$ cat src/rtl/fpu_dispatch_pkg.sv
// Shared types for the FPU dispatcher: FSM states, the queued command record, qNaN constant.
// Latency: n/a (types and constants only).
// Backpressure: n/a.
package fpu_dispatch_pkg;

  typedef enum logic [1:0] {IDLE, ISSUE, WAIT, HOLD} dispatch_state;

  localparam logic [31:0] QNAN = 32'h7FC0_0000;

  // The tag field is sized for the widest tag any instance may use; narrower
  // instances zero-extend on the way in and slice on the way out.
  localparam int TAG_W_MAX = 16;

  typedef struct packed {
    logic [2:0]           op;
    logic [31:0]          a;
    logic [31:0]          b;
    logic [TAG_W_MAX-1:0] tag;
  } cmd_t;

endpackage

$ cat src/rtl/fpu_cmd_fifo.sv
// Synchronous FIFO of cmd_t entries with wrap-around pointers (one extra pointer bit).
// Latency: a write is visible at the head on the cycle after it is accepted.
// Backpressure: writes while full are dropped; the parent gates wr_vld with its own ready.
//
// Ports: clk, reset (sync, active-high); wr_vld/wr_dat push side;
//        rd_vld (non-empty), rd_rdy (pop), rd_dat (head, combinational); count.
module fpu_cmd_fifo
  import fpu_dispatch_pkg::*;
#(
  parameter int DEPTH = 4
) (
  input  logic                       clk,
  input  logic                       reset,
  input  logic                       wr_vld,
  input  cmd_t                       wr_dat,
  output logic                       rd_vld,
  input  logic                       rd_rdy,
  output cmd_t                       rd_dat,
  output logic [$clog2(DEPTH):0]     count
);

  localparam int AW = $clog2(DEPTH);
  localparam logic [AW:0] PTR_ONE  = (AW+1)'(1);
  localparam logic [AW:0] FULL_CNT = (AW+1)'(DEPTH);

  cmd_t        mem [DEPTH];
  logic [AW:0] wr_ptr;
  logic [AW:0] rd_ptr;
  logic        full;
  logic        do_wr;
  logic        do_rd;

  // Pointer difference is exact thanks to the extra wrap bit.
  assign count  = wr_ptr - rd_ptr;
  assign full   = (count == FULL_CNT);
  assign rd_vld = (wr_ptr != rd_ptr);
  assign rd_dat = mem[rd_ptr[AW-1:0]];
  assign do_wr  = wr_vld && !full;
  assign do_rd  = rd_rdy && rd_vld;

  always_ff @(posedge clk) begin
    if (reset) begin
      wr_ptr <= '0;
      rd_ptr <= '0;
    end else begin
      if (do_wr) wr_ptr <= wr_ptr + PTR_ONE;
      if (do_rd) rd_ptr <= rd_ptr + PTR_ONE;
    end
  end

  always_ff @(posedge clk) begin
    if (do_wr) mem[wr_ptr[AW-1:0]] <= wr_dat;
  end

endmodule

$ cat src/rtl/fpu_dispatcher.sv
// Queues tagged FP commands and runs them one at a time on the FPU start/done port, with a watchdog.
// Latency: accept at N -> fpu_start at N+2 earliest; fpu_done at D -> rsp_valid at D+1.
// Backpressure: req_ready drops when the FIFO is full; the response is held until rsp_ready.
//
// Ports: clk, reset (sync, active-high)
//        req_valid/req_ready/req_op/req_a/req_b/req_tag   command input
//        fpu_start/fpu_op/fpu_a/fpu_b, fpu_busy/fpu_done/fpu_result   FPU start/done port
//        rsp_valid/rsp_ready/rsp_result/rsp_tag/rsp_error  response output
module fpu_dispatcher
  import fpu_dispatch_pkg::*;
#(
  parameter int DEPTH   = 4,
  parameter int TAG_W   = 4,   // must not exceed TAG_W_MAX
  parameter int TIMEOUT = 64
) (
  input  logic             clk,
  input  logic             reset,
  input  logic             req_valid,
  output logic             req_ready,
  input  logic [2:0]       req_op,
  input  logic [31:0]      req_a,
  input  logic [31:0]      req_b,
  input  logic [TAG_W-1:0] req_tag,
  output logic             fpu_start,
  output logic [2:0]       fpu_op,
  output logic [31:0]      fpu_a,
  output logic [31:0]      fpu_b,
  input  logic             fpu_busy,
  input  logic             fpu_done,
  input  logic [31:0]      fpu_result,
  output logic             rsp_valid,
  input  logic             rsp_ready,
  output logic [31:0]      rsp_result,
  output logic [TAG_W-1:0] rsp_tag,
  output logic             rsp_error
);

  localparam int CW = $clog2(DEPTH) + 1;
  localparam int WW = $clog2(TIMEOUT) + 1;
  localparam logic [CW-1:0] FULL_CNT  = CW'(DEPTH);
  localparam logic [WW-1:0] WDOG_LAST = WW'(TIMEOUT - 1);
  localparam logic [WW-1:0] WDOG_ONE  = WW'(1);

  dispatch_state state_q, state_d;
  cmd_t          wr_cmd;
  cmd_t          head_cmd;
  cmd_t          hold_q;
  logic          fifo_vld;
  logic          fifo_pop;
  logic [CW-1:0] fifo_cnt;
  logic [WW-1:0] wdog_q;
  logic          rsp_load;
  logic [31:0]   rsp_result_d;
  logic          rsp_error_d;
  logic          unused_tag_bits;

  // Ready depends only on the registered count (and reset), never on this
  // cycle's pop, so a full FIFO refuses a push even while it is being drained.
  assign req_ready = !reset && (fifo_cnt != FULL_CNT);

  always_comb begin
    wr_cmd     = '0;
    wr_cmd.op  = req_op;
    wr_cmd.a   = req_a;
    wr_cmd.b   = req_b;
    wr_cmd.tag = TAG_W_MAX'(req_tag);
  end

  fpu_cmd_fifo #(.DEPTH(DEPTH)) u_fifo (
    .clk    (clk),
    .reset  (reset),
    .wr_vld (req_valid && req_ready),
    .wr_dat (wr_cmd),
    .rd_vld (fifo_vld),
    .rd_rdy (fifo_pop),
    .rd_dat (head_cmd),
    .count  (fifo_cnt)
  );

  // Operands come straight from the holding register, which only changes on
  // a pop in IDLE, so they stay stable from start through done.
  assign fpu_op    = hold_q.op;
  assign fpu_a     = hold_q.a;
  assign fpu_b     = hold_q.b;
  assign rsp_valid = (state_q == HOLD);

  // Upper tag bits are padding when TAG_W < TAG_W_MAX.
  assign unused_tag_bits = ^hold_q.tag;

  always_comb begin
    state_d      = state_q;
    fpu_start    = 1'b0;
    fifo_pop     = 1'b0;
    rsp_load     = 1'b0;
    rsp_result_d = fpu_result;
    rsp_error_d  = 1'b0;
    case (state_q)
      IDLE: begin
        if (fifo_vld) begin
          fifo_pop = 1'b1;
          state_d  = ISSUE;
        end
      end
      ISSUE: begin
        // fpu_done seen here only counts when paired with our own start;
        // a single-cycle op completes in the start cycle.
        if (!fpu_busy) begin
          fpu_start = 1'b1;
          if (fpu_done) begin
            rsp_load = 1'b1;
            state_d  = HOLD;
          end else begin
            state_d  = WAIT;
          end
        end
      end
      WAIT: begin
        // done takes priority over an expiring watchdog in the same cycle
        if (fpu_done) begin
          rsp_load = 1'b1;
          state_d  = HOLD;
        end else if (wdog_q == WDOG_LAST) begin
          rsp_load     = 1'b1;
          rsp_result_d = QNAN;
          rsp_error_d  = 1'b1;
          state_d      = HOLD;
        end
      end
      HOLD: begin
        if (rsp_ready) state_d = IDLE;
      end
      default: state_d = IDLE;
    endcase
  end

  always_ff @(posedge clk) begin
    if (reset) begin
      state_q    <= IDLE;
      hold_q     <= '0;
      wdog_q     <= '0;
      rsp_result <= '0;
      rsp_tag    <= '0;
      rsp_error  <= 1'b0;
    end else begin
      state_q <= state_d;
      if (fifo_pop) hold_q <= head_cmd;
      if (state_q == WAIT)                   wdog_q <= wdog_q + WDOG_ONE;
      else if (state_q == HOLD && rsp_ready) wdog_q <= '0;
      if (rsp_load) begin
        rsp_result <= rsp_result_d;
        rsp_tag    <= hold_q.tag[TAG_W-1:0];
        rsp_error  <= rsp_error_d;
      end
    end
  end

endmodule

$ cat config.mk
export PLATFORM = sky130hd
export DESIGN_NAME = fpu_dispatcher
export DESIGN_NICKNAME = d
export VERILOG_FILES = /design/src/rtl/fpu_dispatch_pkg.sv /design/src/rtl/fpu_cmd_fifo.sv /design/src/rtl/fpu_dispatcher.sv
export SDC_FILE = /design/constraint.sdc
export NUM_CORES = 1
export LEC_CHECK = 0
export BUFFER_PORTS_ARGS = -buffer_cell sky130_fd_sc_hd__buf_2
export CAP_MARGIN = 20
export CORE_MARGIN = 8
export CORE_UTILIZATION = 55
export CTS_BUF_LIST = sky130_fd_sc_hd__clkbuf_4 sky130_fd_sc_hd__clkbuf_8
export CTS_CLUSTER_DIAMETER = 200
export DETAILED_ROUTE_END_ITERATION = 6
export PLACE_DENSITY_LB_ADDON = 0.25
export SYNTH_ARGS = -nofsm -noshare
export SYNTH_HDL_FRONTEND = slang
export SYNTH_SLANG_ARGS = --single-unit
$ cat constraint.sdc
create_clock -name clk -period 4.2 [get_ports clk]
set_clock_uncertainty 0.15 [all_clocks]
set_input_delay 0.42 -clock clk [delete_from_list [all_inputs] [get_ports clk]]
set_output_delay 0.42 -clock clk [all_outputs]
set_load 0.02 [all_outputs]
# --- After elaboration in Yosys (flattened, before gate mapping) ---
# Memories as Yosys holds them, arrays and structs flattened. A register that Yosys moved wholly into a read port is not among the register bits.
# Index checks and enable logic that the tools add are counted.
totals:
  ram_bits: 284
  word_cells: 58
  reg_bits: 52
  input_bits: 109
  out_inout_bits: 107
  mem_count: 1
memory_table:
  columns: ["name", "words", "word_bits", "read_ports", "rd_clocked_by_memory_dff", "wr", "line_no", "text"]
  rows:
  - ["u_fifo.mem", 4, 71, 1, 1, 1, "fpu_cmd_fifo.sv:26", "cmd_t mem [DEPTH];"]
op_classes:
  reduce_logical: 10
  mux: 25
  addsub: 4
  eq_ne: 11
ops:
  columns: ["cell", "n"]
  rows:
  - ["$mux W32", 3]
  - ["$mux W7", 2]
  - ["$mux W1", 13]
  - ["$mux W2", 5]
  - ["$pmux W2 S4", 1]
  - ["$add A7 B1 Y7 const B", 1]
  - ["$eq A7 B6 Y1 const B", 1]
  - ["$add A3 B1 Y3 const B", 2]
  - ["$ne A3 B3 Y1 const B", 2]
  - ["$logic_and A1 B1 Y1", 5]
  - ["$eq A2 B2 Y1 const B", 2]
  - ["$ne A2 B1 Y1 const B", 2]
  - ["$reduce_and A4 Y1", 1]
  - ["$eq A3 B3 Y1 const B", 1]
  - ["$ne A3 B3 Y1", 1]
  - ["$sub A3 B3 Y3", 1]
  - ["$eq A2 B1 Y1 const B", 1]
  - ["$logic_not A1 Y1", 2]
  - ["$logic_not A2 Y1", 1]
  - ["$ne A2 B2 Y1 const B", 1]
  - ["$pmux W1 S2", 1]
  - ["$reduce_bool A2 Y1", 1]

# --- Logic depth before layout (Yosys ltp) ---
# Gate-level depths: netlist of the first run.
logic_depth:
  word_depth: 7
  depth_mapped: 10
  mapped_depth_nobuf: 6

# --- By module ---
# Synthesis of the first run repeated with hierarchy kept, for this count alone.
hier_totals:
  hier_cells: 1018
  area_unflattened_um2: 17128.9
modules_own_cells:
  columns: ["mod", "seq_area_each_um2", "instances", "cells_each", "area_per_inst_um2"]
  rows:
  - ["fpu_cmd_fifo", 10129.7, 1, 480, 12403.1]
  - ["fpu_dispatcher", 2342.2, 1, 538, 4725.8]

# --- Worst setup path before layout of the first run ---
# No wires, ideal clock.
synth_timing:
  path_type: "reg2reg"
  start: "reg u_fifo.rd_ptr[1]"
  end: "mem u_fifo.mem[0][0] (netlist bit), enable pin"
  path_buffers: 2
  synth_period_minus_slack_ps: 3763
  stages_incl_launch_ff: 9
  path_slack_ps: 437
  setup_time_ps: 437
  arrival_ps: 3176
  required_time_ps: 3613
  cell_sequence: "dfxtp_1 buf_2 buf_2 inv_1 ha_1 nor2b_1 xnor2_1 o21a_1 and2_1"
synth_between:
  elab_chain_cells: 7
  elab_cells_between_ends: 9
  classes_between: "1 x add/sub; 2 x eq/ne; 2 x mux; 4 x reduce/logical"
synth_lines:
  columns: ["element", "line_no", "text"]
  rows:
  - ["from (decl)", "fpu_cmd_fifo.sv:28", "logic [AW:0] rd_ptr;"]
  - ["from (signal assigned)", "fpu_cmd_fifo.sv:47", "if (do_rd) rd_ptr <= rd_ptr + PTR_ONE;"]
  - ["$sub A3 B3 Y3 (*)", "fpu_cmd_fifo.sv:34", "assign count = wr_ptr - rd_ptr;"]
  - ["$ne A3 B3 Y1", "fpu_dispatcher.sv:59", "assign req_ready = !reset && (fifo_cnt != FULL_CNT);"]
  - ["$logic_and A1 B1 Y1", "fpu_dispatcher.sv:59", null]
  - ["$logic_and A1 B1 Y1", "fpu_dispatcher.sv:72", ".wr_vld (req_valid && req_ready),"]
  - ["$logic_and A1 B1 Y1 (*)", "fpu_cmd_fifo.sv:38", "assign do_wr = wr_vld && !full;"]
  - ["$mux W1 (*)", "fpu_cmd_fifo.sv:52", "if (do_wr) mem[wr_ptr[AW-1:0]] <= wr_dat;"]
  - ["$mux W1 (not written as such) (*)", "fpu_cmd_fifo.sv:52", null]
  - ["to (decl)", "fpu_cmd_fifo.sv:26", null]
# Every way passes the cells marked *; elsewhere a longest branch is shown, timed or not.

# --- Worst setup path after layout of the first run ---
layout_timing:
  start: "reg u_fifo.rd_ptr[1]"
  end: "mem u_fifo.mem[3][10] (netlist bit), enable pin"
# Same word-level chain as after synthesis.

==> results of run 1 <==
==> worst max-delay path, stage by stage (launching register included) <==
cell      delay [ns]
dfxtp_4         0.65
inv_1           0.10
ha_1            0.29
nand2_1         0.21
o211ai_1        0.36
clkinv_2        0.62
buf_12          0.45
==> synthesized netlist by cell type (all sizes together) <==
library cell  count
a211oi            2
a21o              1
a21oi            78
a221oi            1
a22o             23
a22oi             1
and2              3
and3              1
buf              94
clkbuf           23
dfxtp           123
edfxtp          284
ha               13
inv               9
mux2i             7
mux4             71
nand2           162
nand3             2
nand3b            2
nand4             2
nand4b            1
nor2              7
nor2b             4
nor3              3
o2111ai           1
o211a             2
o211ai            5
o21a              3
o21ai             2
o221a             9
o31ai             1
or2               2
or3               2
xnor2             3
xor2              3
==> state kept, by name, indices dropped and copies added, names as in the netlist, 3 cells and up <==
| register | count |
|---|---|
| fpu_b | 32 |
| rsp_tag | 4 |
| hold_q | 4 |
| fpu_op | 3 |
| fpu_a | 32 |
| rsp_result | 32 |
| wdog_q | 7 |
| u_fifo.mem | 284 |
| u_fifo.wr_ptr | 3 |
| u_fifo.rd_ptr | 3 |
==> layer usage <==
metal,track usage [%],share of wire [%]
met1,23.9,42
met2,31.9,49
met3,4.65,6.3
met4,5.95,1.9
met5,0,0.041
==> power breakdown <==
part,switching [mW],internal [mW],leakage (nW),total (mW)
Combinational,1.82,1.16,2.63,2.97
Sequential,0.286,4.82,3.58,5.11
Clock,1.42,1.83,0.672,3.25
Total,3.52,7.81,6.89,11.3
==> how the worst max path moves through the flow <==
stage	slack [ns]	end	start	cells past startpoint
2_1_floorplan	0.44	u_fifo.mem[0][0]$_DFFE_PP_	u_fifo.rd_ptr[1]$_SDFFE_PP0P_	8
3_3_place_gp	1.02	u_fifo.mem[3][15]$_DFFE_PP_	u_fifo.rd_ptr[1]$_SDFFE_PP0P_	6
3_5_place_dp	1.03	u_fifo.mem[3][28]$_DFFE_PP_	u_fifo.rd_ptr[1]$_SDFFE_PP0P_	6
4_1_cts	1.00	u_fifo.mem[3][57]$_DFFE_PP_	u_fifo.rd_ptr[1]$_SDFFE_PP0P_	6
5_1_grt	0.84	u_fifo.mem[3][10]$_DFFE_PP_	u_fifo.rd_ptr[1]$_SDFFE_PP0P_	6
6_report	1.08	u_fifo.mem[3][10]$_DFFE_PP_	u_fifo.rd_ptr[1]$_SDFFE_PP0P_	6
==> area by class of cell <==
class                           count  area share (%)
Inverter                            9           0.188
Multi-Input combinational cell    417            19.2
Sequential cell                   407            59.1
Clock inverter                     23           0.793
Timing Repair Buffer              332            12.2
Clock buffer                       91            6.06
Tap cell                          378            2.54
==> metrics by stage <==
| stage | power, mW | hold slack, ns | cells |
|---|---|---|---|
| after global routing | 11.9 | 0.0196 | 1657 |
| final | 11.3 | 0.0432 | 1657 |
| after floorplan | 7.53 | 0.285 | 950 |
| after global placement | 8.09 | 0.288 | 1440 |
| after CTS | 11.5 | 0.00406 | 1657 |
| after detailed placement | 8.14 | 0.294 | 1440 |
==> logic make-up (layout without fill, tap and decap cells) <==
group	count (synthesis)	after routing	synth area share [%]
adders and majority gates	13	13	1.06
DFF	407	407	71.7
xor gates and xnor gates	6	6	0.392
AOI/OAI and AO/OA	129	129	5.72
muxes	78	78	10.9
buffers and inverters	126	455	5.13
and+or+nand+nor	191	191	5.11
==> run summary, run 1 <==
status: completed
HPWL after detailed placement: 18300 um
largest net degree at the start of global routing: 74
core footprint: 27600 um^2
Max Buffers Root-to-Sink: 3
total track usage: 18.9%
Final Cell Area: 18600 um^2
initial antenna violation count: 1
worst path arrival time: 3.29 ns
Sequential Area: 11000 um^2
total gr overflow: 0
VDD IR max: 0.000548 V
f_max: 0.320 GHz
Tcrit/Tclk final: 74.4%
clk_lat worst skew: 0.59 ns
Nets: 1350
DR pass1 iterations: 4
top post-synthesis cells by area: edfxtp_1, dfxtp_1, mux4_2
die area: 33500 um^2
share of the synthesized area in the top cell type: 55.6%
Yosys warning count: 0
critical path fanouts, max: 41
Final ANT Viol Nets: 0
worst hold path depth: 2
Multi-input gate area: 3570 um^2
hold_sp: reset
Final min period: 3.12 ns
most common cell after layout, fill and taps aside: edfxtp_1
Via density: 5.26
worst setup margin: 1.08 ns
Slew @ Worst Pin: 1.01 ns
unrepaired setup endpoints after global routing: no
Rows: 61
Reg2Reg Capture Point: u_fifo.mem[3][10]$_DFFE_PP_
first-pass GRT wire length: 50300 um
Initial Util: 55.5%
share of cells above drive strength 1: 34.6%
reg2reg start: u_fifo.rd_ptr[1]$_SDFFE_PP0P_
H-Tree Depth: 2
GP Congestion: 0.792
die width: 183 um
via count: 8718
Area growth syn-to-layout: 21.4%
Power Dens Cells: 609 nW/um^2
# IOs: 216
CTS tree: built
area post-placement: 16300 um^2
pre-CTS setup slack: 1.03 ns
leak pwr: 6.89 nW
ANT cells: 0
Inserted Clock Buffers: 61
clock slew at reported path FFs: 0.06 ns
DIE HEIGHT: 183 um
Max Cap Viol: 0
Worst Setup End Kind: flop
CTS resizes: 0
R2R Setup Slk: 1.08 ns
setup TNS: 0 ns
Post-CTS Setup Bufs: 0
DR iter-0 viols: 428
Min-Delay Endpoint: fpu_b[15]$_SDFFE_PP0P_
Fillers: 1946
Gate Count Post-Synth: 950
TritonCTS Sinks: 407
sequential element share of the synthesized area: 71.7%
Post-Route WL: 31800 um
final hold violations: 0
routed length per placed instance: 19.2 um
Pins Over Slew Limit: 0
post-synth cell types: 44
synthesized area: 15300 um^2
Crit Path Class: reg -> reg
syn nets: 1072
Worst slew margin: 32.9%
number of global-route vias before repair: 9224
Setup violations, final: 0
final core utilization: 67.4%
Startpoint Class: flop
Hold Buf Count CTS: 103
#FFs+latches synth: 407
commonest cells after routing, fill and taps aside: edfxtp_1, buf_2, nand2_1
# DRC: 0
IO buf count: 215
reg2reg path depth: 6
HP Class: in -> reg
Data required, critical path: 4.36 ns
Clock Root Buffer: clkbuf_8
Syn Area/Cell: 16.1 um^2
area leader, netlist: edfxtp_1
Note: power is estimated with default switching activity, not from simulation.
==> run 2, diff against run 1 <==
==> constraint.sdc (replaced) <==
create_clock -name clk -period 2.95 [get_ports clk]
set_clock_uncertainty 0.15 [all_clocks]
set_input_delay 0.295 -clock clk [delete_from_list [all_inputs] [get_ports clk]]
set_output_delay 0.295 -clock clk [all_outputs]
set_load 0.02 [all_outputs]
==> run summary, run 2 (synthesis results as in run 1) <==
status: completed
M1 WL: 13500 um (about the same)
worst hold path depth: 3 (+1)
commonest cells after routing, fill and taps aside: edfxtp_1, buf_2, nand2_1
Nets: 1362 (+0.89%)
die area: 33500 um^2 (unchanged)
Area growth syn-to-layout: 22.2%
CTS resizes: 0 (unchanged)
Post-Route WL: 31800 um (-0.23%)
Top Metal Used: met5
TritonCTS Sinks: 407 (unchanged)
pre-CTS setup slack: 0.503 ns (-0.530 ns)
Power Dens Cells: 866 nW/um^2 (+42%)
Startpoint Class: input pin
worst setup margin: 0.325 ns (-0.751 ns)
f_max: 0.381 GHz
final hold violations: 0 (unchanged)
Initial Util: 55.5% (unchanged)
clock slew at reported path FFs: 0.06 ns (about the same)
Via density: 5.25 (-0.18%)
share of cells above drive strength 1: 35.8% (+1.2 points)
total gr overflow: 0 (unchanged)
clk_lat worst skew: 0.56 ns (-0.03 ns)
HP Class: in -> reg
core footprint: 27600 um^2 (unchanged)
area post-placement: 16400 um^2 (+0.31%)
Hold Buf Count CTS: 106 (+2.9%)
Fillers: 1872 (-3.8%)
reg2reg start: u_fifo.wr_ptr[0]$_SDFFE_PP0P_
Pins Over Slew Limit: 0 (unchanged)
HPWL after detailed placement: 18900 um (+3.0%)
unrepaired setup endpoints after global routing: no
Data required, critical path: 2.51 ns (-1.85 ns)
GP Congestion: 0.791 (-0.11%)
Min-Delay Endpoint: state_q[0]$_SDFFE_PP0P_
Inserted Clock Buffers: 66 (+8.2%)
Max Buffers Root-to-Sink: 3 (unchanged)
Worst slew margin: 27.1% (-5.7 points)
critical path fanouts, max: 62 (+51%)
routed length per placed instance: 19.0 um (-1.1%)
routed wl met3: 2230 um (+12%)
DR pass1 iterations: 5 (+1)
worst path arrival time: 2.18 ns (-1.11 ns)
Final min period: 2.62 ns
Rows: 61 (unchanged)
reg2reg path depth: 7 (+1)
first-pass GRT wire length: 50500 um (+0.47%)
DR iter-0 viols: 527 (+23%)
Clock Root Buffer: clkbuf_8
Final ANT Viol Nets: 0 (unchanged)
Tcrit/Tclk final: 89.0%
largest net degree at the start of global routing: 74 (unchanged)
met2 WL: 15400 um (-1.9%)
leak pwr: 6.94 nW (+0.78%)
Slew @ Worst Pin: 1.09 ns (+0.0857 ns)
CTS tree: built
Reg2Reg Capture Point: u_fifo.mem[1][49]$_DFFE_PP_
# DRC: 0 (unchanged)
Crit Path Class: in -> out
Post-CTS Setup Bufs: 0 (unchanged)
final core utilization: 67.8% (+0.44 points)
Max Cap Viol: 0 (unchanged)
initial antenna violation count: 2 (+1)
die width: 183 um (unchanged)
H-Tree Depth: 3 (+1)
total track usage: 19.0% (+0.12 points)
Worst Setup End Kind: output port
most common cell after layout, fill and taps aside: edfxtp_1
Final Cell Area: 18700 um^2 (+0.66%)
VDD IR max: 0.000641 V (+17%)
DIE HEIGHT: 183 um (unchanged)
number of flip-flops in the largest register: 284 (unchanged)
# IOs: 216 (unchanged)
Setup violations, final: 0 (unchanged)
number of global-route vias before repair: 9349 (+1.4%)
IO buf count: 215 (unchanged)
via count: 8781 (+0.72%)
R2R Setup Slk: 0.52 ns (-0.56 ns)
hold_sp: fpu_done
[run 2: layer usage]
| metal | vias up | global-route usage, % |
|---|---|---|
| li1 | 4094 | - |
| met1 | 4336 | 24.1 |
| met2 | 301 | 31.7 |
| met3 | 48 | 4.77 |
| met4 | 2 | 6.67 |
| met5 | - | 0 |
[run 2: stage by stage]
step / hold WS, ns / power, mW / instances / TNS, ns
after floorplan: 0.244 / 10.7 / 950 / -4.65
after global placement: 0.291 / 11.5 / 1444 / 0
after detailed placement: 0.296 / 11.6 / 1444 / 0
after CTS: 0.0425 / 16.4 / 1671 / 0
after global routing: 0.0780 / 17.1 / 1672 / 0
final: 0.0870 / 16.2 / 1672 / 0
[run 2: worst max path at each step]
stage,from,end,cells past startpoint
2_1_floorplan,u_fifo.rd_ptr[1]$_SDFFE_PP0P_,u_fifo.mem[3][0]$_DFFE_PP_,8
3_3_place_gp,u_fifo.wr_ptr[0]$_SDFFE_PP0P_,u_fifo.mem[1][47]$_DFFE_PP_,7
3_5_place_dp,u_fifo.wr_ptr[0]$_SDFFE_PP0P_,u_fifo.mem[1][49]$_DFFE_PP_,7
4_1_cts,reset,req_ready,5
5_1_grt,reset,req_ready,5
6_report,reset,req_ready,5
[run 2: cell type report]
class,instances,area (um^2),area share (%)
Timing Repair Buffer,339,2340,12.5
Inverter,9,37.5,0.200
Multi-Input combinational cell,417,3580,19.1
Antenna cell,1,2.50,0.0134
Sequential cell,407,11000,58.7
Clock buffer,101,1210,6.45
Clock inverter,20,106,0.567
Tap cell,378,473,2.52
[run 2: worst max-delay path: stages]
cell and delay, ns:
dlygate4sd3_1 0.56, buf_4 0.32, buf_4 0.65, nor2_1 0.12
buf_2 0.20
[run 2: power breakdown]
group	internal, mW	total (mW)	switching (mW)
registers	6.87	7.18	0.314
clock network	2.63	4.73	2.10
logic	1.68	4.32	2.64
